**config.mk**
```make
export PLATFORM = sky130hd
export DESIGN_NAME = timer_counter
export DESIGN_NICKNAME = d
export VERILOG_FILES = /design/src/rtl/timer_counter.sv
export SDC_FILE = /design/constraint.sdc
export NUM_CORES = 1
export LEC_CHECK = 0
export BUFFER_PORTS_ARGS = -buffer_cell sky130_fd_sc_hd__buf_2
export CAP_MARGIN = 40
export CORE_ASPECT_RATIO = 1.2
export CORE_MARGIN = 10
export CORE_UTILIZATION = 56
export CTS_BUF_LIST = sky130_fd_sc_hd__clkbuf_8
export CTS_CLUSTER_SIZE = 40
export DETAILED_ROUTE_END_ITERATION = 10
export GPL_TIMING_DRIVEN = 0
export HOLD_SLACK_MARGIN = 0.15
export PLACE_DENSITY_LB_ADDON = 0.3
export SYNTH_ARGS = -nofsm -noshare
export SYNTH_HDL_FRONTEND = slang
export SYNTH_SLANG_ARGS = --single-unit
```
**constraint.sdc**
```tcl
create_clock -name clk -period 5.2 [get_ports clk]
set_input_delay 0.78 -clock clk [delete_from_list [all_inputs] [get_ports clk]]
set_output_delay 0.78 -clock clk [all_outputs]
set_load 0.05 [all_outputs]
```
**src/rtl/timer_counter.sv**
```systemverilog
// rtl/timer_counter.sv - bus timer counting core: fetches a reload value over the bus, then counts it down to zero
// Optional build macro TIMER_PRESCALE_EN: count tick once every PRESCALE_DIV clocks instead of every clock.
module timer_counter #(
  parameter int PRESCALE_DIV = 16
) (
  input  logic       clk,
  input  logic       reset,
  input  logic       read_req,
  input  logic [7:0] LOAD_ADDRESS,
  input  logic       CNT_CON,
  input  logic       int_clear,
  input  logic       M_grant,
  input  logic [7:0] M_din,
  output logic       M_req,
  output logic [7:0] M_address,
  output logic       M_wr,
  output logic [2:0] NEXT_master_state,
  output logic [1:0] NEXT_counter_state,
  output logic [7:0] NEXT_LOAD_VALUE,
  output logic [7:0] NEXT_COUNT_VALUE
);

  typedef enum logic [2:0] {
    M_IDLE = 3'b000,
    M_REQ  = 3'b001,
    M_ADDR = 3'b010,
    M_DATA = 3'b011,
    M_DONE = 3'b100
  } master_t;

  typedef enum logic [1:0] {
    C_IDLE = 2'b00,
    C_LOAD = 2'b01,
    C_DOWN = 2'b10
  } counter_t;

  if (PRESCALE_DIV < 2 || PRESCALE_DIV > 256) begin : g_bad_prescale
    $error("PRESCALE_DIV must be in 2..256");
  end

  master_t    master_state, master_next;
  counter_t   counter_state, counter_next;
  logic [7:0] load_value, load_next;
  logic [7:0] count_value, count_next;
  logic       tick;

`ifdef TIMER_PRESCALE_EN
  localparam logic [7:0] PRESCALE_LAST = 8'(PRESCALE_DIV - 1);
  logic [7:0] prescale;

  assign tick = (prescale == PRESCALE_LAST);

  // Held at zero outside C_DOWN, so every count run starts a fresh prescale period.
  always_ff @(posedge clk or posedge reset) begin
    if (reset) begin
      prescale <= 8'd0;
    end else if (counter_state != C_DOWN || tick) begin
      prescale <= 8'd0;
    end else begin
      prescale <= prescale + 8'd1;
    end
  end
`else
  assign tick = 1'b1;
`endif

  always_comb begin
    master_next = master_state;
    case (master_state)
      M_IDLE:  if (read_req) master_next = M_REQ;
      M_REQ:   if (M_grant) master_next = M_ADDR;
      M_ADDR:  master_next = M_DATA;
      M_DATA:  master_next = M_DONE;
      M_DONE:  master_next = M_IDLE;
      default: master_next = M_IDLE;
    endcase
  end

  // The slave returns data the cycle after the address phase, i.e. while in M_DATA.
  assign load_next = (master_state == M_DATA) ? M_din : load_value;

  always_comb begin
    counter_next = counter_state;
    count_next   = count_value;
    case (counter_state)
      C_IDLE: begin
        if (master_state == M_DONE) counter_next = C_LOAD;
      end
      C_LOAD: begin
        count_next   = load_value;
        counter_next = C_DOWN;
      end
      C_DOWN: begin
        if (count_value != 8'd0) begin
          if (tick) count_next = count_value - 8'd1;
        end else if (int_clear) begin
          counter_next = CNT_CON ? C_LOAD : C_IDLE;
        end
      end
      default: counter_next = C_IDLE;
    endcase
  end

  always_ff @(posedge clk or posedge reset) begin
    if (reset) begin
      master_state  <= M_IDLE;
      counter_state <= C_IDLE;
      load_value    <= 8'd0;
      count_value   <= 8'd0;
      M_req         <= 1'b0;
      M_address     <= 8'd0;
    end else begin
      master_state  <= master_next;
      counter_state <= counter_next;
      load_value    <= load_next;
      count_value   <= count_next;
      M_req         <= master_next inside {M_REQ, M_ADDR, M_DATA};
      // Address is captured on entry to M_ADDR and held through M_DATA.
      if (master_next == M_ADDR) begin
        M_address <= LOAD_ADDRESS;
      end else if (master_next != M_DATA) begin
        M_address <= 8'd0;
      end
    end
  end

  assign M_wr               = 1'b0;
  assign NEXT_master_state  = reset ? 3'b000 : master_next;
  assign NEXT_counter_state = reset ? 2'b00  : counter_next;
  assign NEXT_LOAD_VALUE    = reset ? 8'd0   : load_next;
  assign NEXT_COUNT_VALUE   = reset ? 8'd0   : count_next;

endmodule

```
==> flow_summary_export.csv, run 1 <==
group,metric,value,unit
cells_and_area,syn_to_final_growth,22.6,%
routing,drt_pass1_iterations,4,
worst_setup_path,path_max_fanout,10,
clock_tree,cts-root-buf,"clkbuf_8",
clock_tree,cts_htree_levels,2,
sta,setup_tns,0,ns
sta,slew-limit-headroom,0.438,
routing,wl_per_cell,17.7,um
clock_tree,clock_path_buffers,2,
clock_tree,clkSinkCount,30,
sta,fin_skew,0.00678,ns
worst_setup_path,max_stage_delay,0.46,ns
die,die_y,79.7,um
worst_setup_path,reg2reg_depth,6,
cells_and_area,multi_input_area,841,sq um
synthesis,synth-edff-count,0,
hold_path,min-delay-path-class,"flip-flop to flip-flop",
synthesis,yosys_register_bits,30,
worst_setup_path,r2r-start,"counter_state[0]$_DFF_PP0_",
die,core_area,2810,sq um
die,start_util,0.592,
routing,vias_per_cell,5.79,
routing,vias,1447,
synthesis,syn_nets,187,
worst_setup_path,arrival,2.55,ns
sta,post-route-period-util,0.640,
routing,postRouteAntennaNets,0,
placed_design,gp_congestion,0.844,
sta,report.final.hold_viol_count,0,
placed_design,io_buffers,50,
synthesis,synth-main-ff-cell,"dfrtp_1",
sta,timing.hold.ws,0.500,ns
global_routing,track_usage,0.159,
synthesis,postSynthCellCount,160,
routing,drc,0,
power_and_ir_drop,peakVddDrop,446,uV
synthesis,synth.distinct_cells,41,
hold_path,holdPathStages,1,
routing,wl,4.42,mm
clock_tree,numCtsBuffers,5,
die,dieArea,5560,sq um
worst_setup_path,cp_cell_sequence,"inv_1 -> ha_1 -> buf_2 -> nand2_1 -> a2111oi_0 -> a221o_1 -> and2_1 -> buf_2",
clock_tree,ctsResizeCount,0,
power_and_ir_drop,finalPower,1.41,mW
global_routing,grt_pass1_wl,7.39,mm
worst_setup_path,worstSetupPathType,"flip-flop to primary output",
worst_setup_path,rr_endpoint,"count_value[2]$_DFF_PP0_",
synthesis,mappedNetlistArea,1670,sq um
sta,clock.fmax,300,MHz
cells_and_area,seq_area,751,sq um
sta,worst_slew_pin_slew,0.842,ns
routing,drtIter0Drc,115,
placed_design,dp_worst_setup_slack,1.90,ns
die,die_w,69.8,um
worst_setup_path,critPathTopFamily,"compound AO/OA/AOI/OAI gates",
global_routing,grt_pass1_vias,1570,
sta,setup_viol,0,
die,ios,53,
clock_tree,worst_skew_pair.late_latency,0.28,ns
die,rows,21,
clock_tree,cts_tree,"yes",
synthesis,yosysWarnings,0,
synthesis,syn_area_per_cell,10.4,sq um
run,cap_violations,0,
worst_setup_path,slowest_stage,"dfrtp_1",
cells_and_area,diodes,0,
global_routing,grt-ovfl-total,0,
sta,rsz0062_at_grt,"false",
placed_design,dpl.hpwl,3.37,mm
power_and_ir_drop,leakage,1.08,nW
worst_setup_path,critPathBufInv,3,
synthesis,yosysSeqAreaShare,0.451,
cells_and_area,fill_cells,219,
worst_setup_path,cp-start-kind,"flip-flop",
run_status,status,"finished, final reports clean",
worst_setup_path,end_kind,"primary output",
worst_setup_path,rrSetupSlack,3.24,ns
cells_and_area,fin_nets,244,
clock_tree,cts_setup_buffers,0,
clock_tree,cts.reportedPaths.clkPinSlew,0.06,ns
worst_setup_path,crit_top_cell,"buf_2",
sta,worst_slack,1.87,ns
power_and_ir_drop,p_per_area,693,nW/um^2
cells_and_area,final_common_cell,"buf_2",
sta,maxSlewViolCount,0,
synthesis,async_flop_share,1.00,
sta,min_period,3.33,ns
clock_tree,hold_buffers,0,
global_routing,grt_start_max_net_pins,40,
cells_and_area,drive_gt1_frac,0.343,
cells_and_area,most-common-layout-cells,"buf_2, dfrtp_1, and2_1",
hold_path,min_to,"M_address[1]$_DFFE_PP0P_",
global_routing,antenna_found_initial,0,
hold_path,worstHoldStart,"M_address[1]$_DFFE_PP0P_",
worst_setup_path,crit_required,4.42,ns
## synth_stat cells, types with 2 or more instances
master | n | share of area
nor3b_1 | 2 | 0.0090
nand2_1 | 7 | 0.016
o21ai_0 | 2 | 0.0060
mux2i_1 | 4 | 0.024
nand2b_1 | 3 | 0.011
mux2_2 | 9 | 0.061
a221o_1 | 5 | 0.030
ha_1 | 5 | 0.038
dfrtp_1 | 30 | 0.45
a22o_1 | 9 | 0.047
and3_1 | 3 | 0.011
inv_1 | 12 | 0.027
or4_1 | 2 | 0.0090
nand3b_1 | 2 | 0.0090
nor4_2 | 2 | 0.015
nor3_1 | 5 | 0.015
buf_2 | 2 | 0.0060
nor2_1 | 11 | 0.025
a21oi_1 | 5 | 0.015
clkbuf_1 | 3 | 0.0068
and2_1 | 17 | 0.064
## cell type report
class / count / share of cell area
multi-input combinational: 112 / 0.412
clock buffer: 6 / 0.0404
timing repair buffer: 50 / 0.123
sequential: 30 / 0.368
inverter: 12 / 0.0221
tap: 34 / 0.0208
buffer: 6 / 0.0147
## cells by family (layout without fill, tap and decap cells)
| kind of cell | after synthesis | count (layout) | share of synthesized area |
|---|---|---|---|
| AOI/OAI and AO/OA | 32 | 32 | 0.150 |
| adders and majority gates | 5 | 5 | 0.0376 |
| buffers and inverters | 18 | 74 | 0.0443 |
| DFF | 30 | 30 | 0.451 |
| muxes | 13 | 13 | 0.0849 |
| other | 1 | 1 | 0.00225 |
| and+or+nand+nor | 61 | 61 | 0.231 |
## metrics by stage
| step | util | cell area, sq um | std cells |
|---|---|---|---|
| 2_1_floorplan | - | 1670 | 160 |
| 3_3_place_gp | 0.696 | 1960 | 244 |
| 3_5_place_dp | 0.697 | 1960 | 244 |
| 4_1_cts | 0.726 | 2040 | 250 |
| 5_1_grt | 0.726 | 2040 | 250 |
| 6_report | 0.726 | 2040 | 250 |
## worst max path at each step
stage               depth (start not counted)  slack [ns]                  end                        from
floorplan                                   4        1.75  NEXT_COUNT_VALUE[0]                       reset
global placement                            5        1.29   NEXT_LOAD_VALUE[6]                       reset
detailed placement                          5        1.90   NEXT_LOAD_VALUE[4]                       reset
CTS                                         8        1.85  NEXT_COUNT_VALUE[2]  counter_state[0]$_DFF_PP0_
global route                                8        1.68  NEXT_COUNT_VALUE[2]  counter_state[0]$_DFF_PP0_
finish                                      8        1.87  NEXT_COUNT_VALUE[2]  counter_state[0]$_DFF_PP0_
## layer usage
metal  global-route usage  wire length [um]
met5                    0                 0
met4               0.0514                 6
met3               0.0609               347
met2                0.279              2320
met1                0.171              1750
## power breakdown
group	internal (mW)	switching [mW]	total [mW]
Clock	0.102	0.0799	0.182
Sequential	0.323	0.0968	0.420
Combinational	0.277	0.536	0.813
## sequential cells by signal, indices dropped and copies added (netlist names)
register	flops
counter_state	2
M_req	1
load_value	8
count_value	8
master_state	3
M_address	8
Note: power is estimated with default switching activity, not from simulation.
==> inputs of run 2 (changes only) <==
CORE_UTILIZATION = 47   (was 56)
clock period = 3 ns   (was 5.2 ns; I/O delays follow)
==> run 2 against run 1 <==
- critical path depth is the same
- global-route usage shrank 1.8 points
- via count shrank 1.9%
- clock power grew 84%
- worst setup slack lost 1.7 ns
- non-clock buffer count grew 1
- combinational power grew 73%
- cell count grew 2.4%
- die area grew 14%
- sequential power grew 72%
- utilization shrank 10 points
- largest cell class unchanged
- largest power group unchanged
==> flow_summary_export.csv, run 2 (synthesized netlist as in run 1, its figures left out) <==
group,metric,value,unit
run_status,status,"finished, final reports clean",
sta,clock.fmax,356,MHz
cells_and_area,fin_nets,245,
global_routing,grt-ovfl-total,0,
hold_path,min-delay-path-class,"primary input to flip-flop",
worst_setup_path,path_max_fanout,10,
global_routing,grt_pass1_vias,1551,
sta,maxSlewViolCount,0,
clock_tree,cts-root-buf,"clkbuf_8",
placed_design,dp_worst_setup_slack,0.351,ns
clock_tree,hold_buffers,0,
worst_setup_path,cp_cell_sequence,"inv_1 -> ha_1 -> buf_2 -> nand2_1 -> nor4_2 -> a221oi_1 -> a311oi_2 -> buf_4",
die,die_w,74.3,um
power_and_ir_drop,finalPower,2.47,mW
cells_and_area,drive_gt1_frac,0.361,
global_routing,antenna_found_initial,0,
worst_setup_path,r2r-start,"counter_state[0]$_DFF_PP0_",
worst_setup_path,crit_required,2.55,ns
power_and_ir_drop,power.share.switching,0.500,
hold_path,holdPathStages,2,
die,dieArea,6330,sq um
sta,min_period,2.81,ns
clock_tree,cts_htree_levels,2,
clock_tree,cts_tree,"yes",
worst_setup_path,rr_endpoint,"count_value[5]$_DFF_PP0_",
hold_path,worstHoldStart,"LOAD_ADDRESS[2]",
clock_tree,clock_path_buffers,2,
cells_and_area,diodes,0,
routing,drt_pass1_iterations,4,
sta,post-route-period-util,0.937,
hold_path,min_to,"M_address[2]$_DFFE_PP0P_",
global_routing,grt_start_max_net_pins,26,
placed_design,gp_congestion,0.845,
worst_setup_path,reg2reg_depth,6,
cells_and_area,final_common_cell,"buf_2",
power_and_ir_drop,power.switching,1.23,mW
worst_setup_path,max_stage_delay,0.43,ns
worst_setup_path,cp-start-kind,"flip-flop",
sta,report.final.hold_viol_count,0,
power_and_ir_drop,seq_power_share,0.293,
placed_design,place_area,2000,sq um
worst_setup_path,slowest_stage,"dfrtp_2",
worst_setup_path,end_kind,"primary output",
power_and_ir_drop,cell_internal_pwr,1.23,mW
worst_setup_path,rrSetupSlack,1.11,ns
power_and_ir_drop,p_comb_frac,0.572,
sta,setup_tns,0,ns
routing,vias,1419,
routing,wl_per_cell,16.1,um
worst_setup_path,worstSetupPathType,"flip-flop to primary output",
power_and_ir_drop,peakVddDrop,673,uV
power_and_ir_drop,p_per_area,1170,nW/um^2
sta,fin_skew,0.00321,ns
die,core_area,3370,sq um
sta,slew-limit-headroom,0.629,
clock_tree,cts.reportedPaths.clkPinSlew,0.06,ns
die,ios,53,
clock_tree,worst_skew_pair.late_latency,0.28,ns
placed_design,dpl.hpwl,3.29,mm
die,rows,23,
clock_tree,cts_setup_buffers,0,
sta,setup_viol,0,
global_routing,track_usage,0.141,
die,start_util,0.495,
sta,worst_slew_pin_slew,0.554,ns
power_and_ir_drop,clock_power_share,0.135,
run,cap_violations,0,
cells_and_area,utilization,0.625,
sta,worst_slack,0.188,ns
die,die_y,85.2,um
cells_and_area,final_area,2100,sq um
routing,drtIter0Drc,111,
clock_tree,numCtsBuffers,5,
cells_and_area,most-common-layout-cells,"buf_2, dfrtp_1, and2_1",
placed_design,io_buffers,50,
routing,drc,0,
global_routing,grt_pass1_wl,7.12,mm
power_and_ir_drop,leakage,1.10,nW
routing,vias_per_cell,5.54,
worst_setup_path,arrival,2.36,ns
routing,postRouteAntennaNets,0,
worst_setup_path,critPathTopFamily,"buffers and inverters",
worst_setup_path,critPathBufInv,3,
cells_and_area,top_regs,"M_address (8), count_value (8), load_value (8)",
sta,rsz0062_at_grt,"false",
routing,wl,4.13,mm
clock_tree,clkSinkCount,30,
cells_and_area,syn_to_final_growth,26.3,%
-- run 2: worst max-delay path by stage --
stage / cells past startpoint / slack (ns) / end / start
final: 8 / 0.19 / NEXT_COUNT_VALUE[5] / counter_state[0]$_DFF_PP0_
after global placement: 5 / -0.32 / NEXT_COUNT_VALUE[3] / reset
after CTS: 8 / 0.03 / NEXT_COUNT_VALUE[2] / counter_state[0]$_DFF_PP0_
after global routing: 8 / 0.009 / NEXT_COUNT_VALUE[2] / counter_state[0]$_DFF_PP0_
after floorplan: 4 / 0.19 / NEXT_COUNT_VALUE[0] / reset
after detailed placement: 8 / 0.35 / NEXT_COUNT_VALUE[2] / counter_state[0]$_DFF_PP0_
-- run 2: metrics by stage --
step / cells / hold slack (ns)
final: 256 / 0.381
after global routing: 256 / 0.385
after CTS: 256 / 0.377
after detailed placement: 248 / 0.487
after global placement: 247 / 0.485
after floorplan: 160 / 0.472
-- run 2: metal layers --
metal  routed length (um)  track usage  up-vias
met1                 1680        0.162      674
met5                    0            0        -
met2                 1990        0.221       47
li1                     -            -      692
met4                   54       0.0450        0
met3                  414       0.0688        6
-- run 2: timing repair --
action	in CTS	in global routing
endpoints found under the hold margin	0	0
setup endpoints to repair	0	5
resized for setup	0	7
-- run 2: layout make-up --
type                            instances  area (sq um)
Multi-Input combinational cell        112           853
Clock inverter                          2          8.76
Timing Repair Buffer                   51           285
Clock buffer                            6          82.6
Tap cell                               37          46.3
Fill cell                             318          1260
Inverter                               12          45.0
Sequential cell                        30           752
Buffer                                  6          30.0
-- run 2: power groups by stage --
stage | Sequential, mW | Clock [mW] | Combinational, mW
after floorplan | 0.784 | 0 | 1.02
after global placement | 0.719 | 0 | 1.38
after detailed placement | 0.725 | 0 | 1.41
after CTS | 0.719 | 0.344 | 1.41
after global routing | 0.748 | 0.365 | 1.54
final | 0.722 | 0.334 | 1.41
-- run 2: worst reg2reg max path: stages (launching register included) --
cell and delay (ns):
dfrtp_2 0.43, inv_1 0.10, ha_1 0.32, buf_2 0.18, and2_1 0.23, a221oi_1 0.44, a31oi_1 0.08
